--- config.mk ---
export PLATFORM = sky130hd
export DESIGN_NAME = fourbit_add_seq_flat
export DESIGN_NICKNAME = d
export VERILOG_FILES = /design/src/rtl/fourbit_add_seq_if.sv /design/src/rtl/fourbit_add_seq.sv /design/src/flat_wrapper.sv
export SDC_FILE = /design/constraint.sdc
export NUM_CORES = 1
export LEC_CHECK = 0
export CAP_MARGIN = 20
export CORE_ASPECT_RATIO = 0.5
export CORE_MARGIN = 2
export CORE_UTILIZATION = 48
export DETAILED_ROUTE_END_ITERATION = 12
export GPL_TIMING_DRIVEN = 1
export PLACE_DENSITY = 0.8
export SYNTH_ARGS = -nofsm -noshare
export SYNTH_HDL_FRONTEND = slang
export SYNTH_SLANG_ARGS = --single-unit
--- constraint.sdc ---
create_clock -name clk -period 2.1 [get_ports clk]
set_input_delay 0.21 -clock clk [delete_from_list [all_inputs] [get_ports clk]]
set_output_delay 0.21 -clock clk [all_outputs]
set_load 0.05 [all_outputs]
--- src/rtl/fourbit_add_seq_if.sv ---
// Bus between the nibble-serial add/sub sequencer and its environment:
// the requester (start/operands/result) and the external 4-bit adder.
interface fourbit_add_seq_if #(
  parameter int NIBBLES = 4
);
  localparam int W = 4 * NIBBLES;

  // requester side
  logic         start;
  logic         sub;
  logic         cin;
  logic [W-1:0] a;
  logic [W-1:0] b;
  logic         busy;
  logic         done;
  logic [W-1:0] sum;
  logic         cout;
  logic         ovf;

  // external 4-bit adder
  logic [3:0]   add_a;
  logic [3:0]   add_b;
  logic         add_cin;
  logic [3:0]   add_s;
  logic         add_cout;

  // environment: requester plus the combinational adder
  modport master (
    output start, sub, cin, a, b, add_s, add_cout,
    input  busy, done, sum, cout, ovf, add_a, add_b, add_cin
  );

  // the sequencer
  modport slave (
    input  start, sub, cin, a, b, add_s, add_cout,
    output busy, done, sum, cout, ovf, add_a, add_b, add_cin
  );
endinterface

--- src/rtl/fourbit_add_seq.sv ---
// Nibble-serial W-bit add/subtract controller. Feeds the external 4-bit
// adder one nibble per clock, LSB first, ripples the carry through a
// register and assembles the result plus carry/overflow flags.
//
// state | meaning
// IDLE  | waiting for start; result registers hold the last result
// RUN   | one nibble through the adder per clock, idx = current nibble
// DONE  | single cycle, done=1, result valid; start here relaunches
module fourbit_add_seq #(
  parameter int NIBBLES = 4
) (
  input logic              clk,
  input logic              rst,
  fourbit_add_seq_if.slave bus
);
  localparam int IW = (NIBBLES > 1) ? $clog2(NIBBLES) : 1;

  typedef enum logic [1:0] {
    IDLE = 2'd0,
    RUN  = 2'd1,
    DONE = 2'd2
  } state_t;

  state_t                  state;
  logic [IW-1:0]           idx;
  logic                    carry;
  logic [NIBBLES-1:0][3:0] a_reg;
  logic [NIBBLES-1:0][3:0] b_reg;
  logic [NIBBLES-1:0][3:0] sum_q;
  logic                    cout_q;
  logic                    ovf_q;
  logic                    busy_q;
  logic                    done_q;
  logic                    last;

  assign last     = (idx == IW'(NIBBLES - 1));

  assign bus.busy = busy_q;
  assign bus.done = done_q;
  assign bus.sum  = sum_q;
  assign bus.cout = cout_q;
  assign bus.ovf  = ovf_q;

  // Present the current nibble and carry to the adder; quiet outside RUN
  always_comb begin
    bus.add_a   = 4'h0;
    bus.add_b   = 4'h0;
    bus.add_cin = 1'b0;
    if (state == RUN) begin
      bus.add_a   = a_reg[idx];
      bus.add_b   = b_reg[idx];
      bus.add_cin = carry;
    end
  end

  // Sequencer FSM with operand capture, nibble result capture and flags
  always_ff @(posedge clk or posedge rst) begin
    if (rst) begin
      state  <= IDLE;
      idx    <= '0;
      carry  <= 1'b0;
      a_reg  <= '0;
      b_reg  <= '0;
      sum_q  <= '0;
      cout_q <= 1'b0;
      ovf_q  <= 1'b0;
      busy_q <= 1'b0;
      done_q <= 1'b0;
    end else begin
      case (state)
        IDLE, DONE: begin
          done_q <= 1'b0;
          if (bus.start) begin
            // subtract is a + ~b + 1, so invert b and force the carry in
            a_reg  <= bus.a;
            b_reg  <= bus.sub ? ~bus.b : bus.b;
            carry  <= bus.sub ? 1'b1 : bus.cin;
            idx    <= '0;
            state  <= RUN;
            busy_q <= 1'b1;
          end else begin
            state  <= IDLE;
            busy_q <= 1'b0;
          end
        end
        RUN: begin
          sum_q[idx] <= bus.add_s;
          carry      <= bus.add_cout;
          if (last) begin
            cout_q <= bus.add_cout;
            // same-sign effective operands producing a different-sign result
            ovf_q  <= (a_reg[NIBBLES-1][3] == b_reg[NIBBLES-1][3]) &&
                      (bus.add_s[3] != a_reg[NIBBLES-1][3]);
            idx    <= '0;
            state  <= DONE;
            busy_q <= 1'b0;
            done_q <= 1'b1;
          end else begin
            idx <= idx + 1'b1;
          end
        end
        default: begin
          state  <= IDLE;
          idx    <= '0;
          busy_q <= 1'b0;
          done_q <= 1'b0;
        end
      endcase
    end
  end
endmodule

--- src/flat_wrapper.sv ---
// flat-port wrapper written by rule: the top's interface ports become plain ports
module fourbit_add_seq_flat 
#(
  parameter int NIBBLES = 4
)
  (clk, rst, bus_start, bus_sub, bus_cin, bus_a, bus_b, bus_add_s, bus_add_cout, bus_busy, bus_done, bus_sum, bus_cout, bus_ovf, bus_add_a, bus_add_b, bus_add_cin);
  fourbit_add_seq_if #(.NIBBLES(NIBBLES)) bus_i ();
  input logic clk;
  input logic rst;
  input wire logic [$bits(bus_i.start)-1:0] bus_start;
  input wire logic [$bits(bus_i.sub)-1:0] bus_sub;
  input wire logic [$bits(bus_i.cin)-1:0] bus_cin;
  input wire logic [$bits(bus_i.a)-1:0] bus_a;
  input wire logic [$bits(bus_i.b)-1:0] bus_b;
  input wire logic [$bits(bus_i.add_s)-1:0] bus_add_s;
  input wire logic [$bits(bus_i.add_cout)-1:0] bus_add_cout;
  output wire logic [$bits(bus_i.busy)-1:0] bus_busy;
  output wire logic [$bits(bus_i.done)-1:0] bus_done;
  output wire logic [$bits(bus_i.sum)-1:0] bus_sum;
  output wire logic [$bits(bus_i.cout)-1:0] bus_cout;
  output wire logic [$bits(bus_i.ovf)-1:0] bus_ovf;
  output wire logic [$bits(bus_i.add_a)-1:0] bus_add_a;
  output wire logic [$bits(bus_i.add_b)-1:0] bus_add_b;
  output wire logic [$bits(bus_i.add_cin)-1:0] bus_add_cin;
  assign bus_i.start = bus_start;
  assign bus_i.sub = bus_sub;
  assign bus_i.cin = bus_cin;
  assign bus_i.a = bus_a;
  assign bus_i.b = bus_b;
  assign bus_i.add_s = bus_add_s;
  assign bus_i.add_cout = bus_add_cout;
  assign bus_busy = bus_i.busy;
  assign bus_done = bus_i.done;
  assign bus_sum = bus_i.sum;
  assign bus_cout = bus_i.cout;
  assign bus_ovf = bus_i.ovf;
  assign bus_add_a = bus_i.add_a;
  assign bus_add_b = bus_i.add_b;
  assign bus_add_cin = bus_i.add_cin;
  fourbit_add_seq #(.NIBBLES(NIBBLES)) u_core (.clk(clk), .rst(rst), .bus(bus_i));
endmodule
==> flow_metrics.env <==
export IMPL_status="finished clean"
export IMPL_slowest_stage="mux4_2"
export IMPL_ir_drop_uv=1048
export IMPL_wl_per_cell_microns=15.57
export IMPL_fin_tns_setup_ns=0
export IMPL_synth_area_sq_um=2625
export IMPL_startpoint_type="flip-flop"
export IMPL_clk_pin_slew_worst_paths_ns=0.11
export IMPL_cts_setup_buffers=0
export IMPL_synth_edf_count=0
export IMPL_synth_commonest_cells="dfrtp_1 (56), nand2_1 (21), mux2_2 (18), o21ai_0 (18), xnor2_1 (16)"
export IMPL_postCtsHoldBufs=0
export IMPL_htreeDepth=2
export IMPL_r2r_start="u_core.idx[0]$_DFFE_PP0P_"
export IMPL_critPathMaxStageDelay_ns=0.50
export IMPL_cap_viol_max_count=0
export IMPL_crit_type="reg2out"
export IMPL_fin_util_pct=69.15
export IMPL_start_util_pct=51.57
export IMPL_first_pass_iters=4
export IMPL_cts_tree="yes"
export IMPL_ios=71
export IMPL_cts_root_buf="clkbuf_8"
export IMPL_antenna_found_initial=0
export IMPL_fin_skew_ns=0.009687
export IMPL_fin_nets=315
export IMPL_cts_buffer_depth=2
export IMPL_grt_pass1_vias=1768
export IMPL_postSynthAreaPerCell_sq_um=13.39
export IMPL_vias=1708
export IMPL_dp_slack_ns=0.4987
export IMPL_insertedDiodeCount=0
export IMPL_gp_congestion=0.7387
export IMPL_synth_most_common_cell="dfrtp_1"
export IMPL_wirelength_mm=5.295
export IMPL_grt_pass1_wl_mm=8.749
export IMPL_min_period_ns=1.933
export IMPL_use_met1_pct=25.11
export IMPL_synthArstFlopShare_pct=100.0
export IMPL_grt_busiest_layer="met2"
export IMPL_power_leakage_nw=1.549
export IMPL_worst_pin_slew_ns=0.5135
export IMPL_layout_drive_gt1_share_pct=25.19
export IMPL_die_w_microns=108.6
export IMPL_crit_fanout=7
export IMPL_drtIter0Drc=72
export IMPL_setup_viol=0
export IMPL_ant_nets=0
export IMPL_clock_sinks=56
export IMPL_yosys_warnings=0
export IMPL_syn_nets=242
export IMPL_die_height_microns=56.29
export IMPL_hold_viol_final=0
export IMPL_grtUsageTotal_pct=18.80
export IMPL_slew_headroom_pct=65.66
export IMPL_cts_repair_resized=0
export IMPL_met3_usage_pct=3.600
export IMPL_cts_buffers=5
export IMPL_rows=18
export IMPL_ff2ff_path_depth=4
export IMPL_worstHoldPathType="in2async"
export IMPL_powerDensity_nw_per_um2=1734
export IMPL_ys_ff_latch=56
export IMPL_fillers=396
export IMPL_fin_ws_ns=0.1667
export IMPL_syn_inst=196
export IMPL_critPathArrivalTime_ns=1.72
export IMPL_grt_max_degree=52
export IMPL_yosysSeqAreaShare_pct=53.38
export IMPL_yosysTopAreaCell="dfrtp_1"
export IMPL_fmax_mhz=517.2
export IMPL_use_met2_pct=31.43
export IMPL_rsz0062_at_grt="no"
export IMPL_drc_errors=0
export IMPL_place_port_buffers=70
export IMPL_worst_hold_slack_ns=0.1914
export IMPL_r2r_slack_ns=0.50
export IMPL_crit_top_cell="buf_4"
export IMPL_dieArea_sq_um=6112
export IMPL_cp_end_kind="output pin"
export IMPL_grt_overflow=0
export IMPL_core_area_sq_um=5090
export IMPL_report_final_slew_viol_count=0
export IMPL_crit_start="u_core.idx[0]$_DFFE_PP0P_"
export IMPL_ys_top_cells_by_area="dfrtp_1 (53%), mux2_4 (8.6%), mux2_2 (7.7%)"
export IMPL_ys_types=26
export IMPL_place_hpwl_mm=3.961
export IMPL_area_growth_pct=34.08
export IMPL_fin_crit_sh_pct=92.06
export IMPL_cp_required_ns=1.89
export IMPL_cp_cell_sequence="buf_4, mux4_2, and2_1, buf_4"
export IMPL_ys_flop_type="dfrtp_1"
export IMPL_viasPerCell=5.024
export IMPL_clk_latency_ns=0.31
export IMPL_yosys_area_top_type_share_pct=53.38
## kinds of logic after synthesis
logic type / after synthesis / share of synthesized area, %
buffers and inverters: 16 / 3.718
flip-flops: 56 / 53.38
AO/OA/AOI/OAI: 23 / 4.671
AND/OR/NAND/NOR: 39 / 7.436
multiplexers: 42 / 23.55
XOR/XNOR: 16 / 5.338
adder cells (fa/ha/maj): 4 / 1.907
## final cells by class
cell class | instances | area, sq um | share of cell area, %
Sequential cell | 56 | 1401 | 39.81
Multi-Input combinational cell | 124 | 1129 | 32.07
Timing Repair Buffer | 77 | 768.2 | 21.83
Tap cell | 70 | 87.58 | 2.488
Clock buffer | 5 | 68.82 | 1.955
Clock inverter | 3 | 46.29 | 1.315
Inverter | 5 | 18.77 | 0.5332
## path summary, 6_finish.rpt
path,end
hold / removal,u_core.bus.sum[12]$_DFFE_PP0P_
min in group clk,u_core.carry$_DFFE_PP0P_
hold reg to reg,u_core.b_reg[4]$_DFFE_PP0P_
setup reg to reg,u_core.bus.sum[15]$_DFFE_PP0P_
setup / recovery,bus_add_a[0]
max in group asynchronous,u_core.b_reg[2]$_DFFE_PP0P_
## per-layer routing
layer / wire length [microns] / up-vias / part of all wire (%)
li1: - / 814 / -
met1: 2425 / 852 / 46
met2: 2605 / 38 / 49
met3: 223 / 4 / 4.2
met4: 41 / 0 / 0.77
met5: 0 / - / 0
## worst max-delay path: cells and delay by family, from the launching register on
kind,cells,cell delay [ns]
multiplexers,1,0.50
buffers and inverters,2,0.38
flip-flops,1,0.36
AND/OR/NAND/NOR,1,0.18
## placed cells by master, fill, tap and decap left out, drive strengths merged
cell type / n
clkdlybuf4s50: 61
dfrtp: 56
mux2: 33
nand2: 21
o21ai: 19
xnor2: 16
buf: 16
and2: 9
mux4: 8
inv: 6
clkbuf: 5
ha: 4
o31ai: 3
nand3b: 2
nand2b: 2
nor2: 1
and3b: 1
a21oi: 1
and2b: 1
or2: 1
mux2i: 1
or3: 1
bufinv: 1
clkinvlp: 1
## power breakdown
part | total [W] | internal (W) | switching (W)
registers | 0.00195 | 0.00162 | 0.000332
clock network | 0.000723 | 0.000360 | 0.000363
logic | 0.00343 | 0.00150 | 0.00194
## stage by stage
step	std cells	total power, W	cell area (sq um)
6_report	340	0.006103	3520
5_1_grt	340	0.006437	3520
4_1_cts	340	0.006147	3520
3_5_place_dp	332	0.005425	3405
3_3_place_gp	332	0.005313	3405
2_1_floorplan	196	0.004365	2625
(Power assumes the default switching activity.)
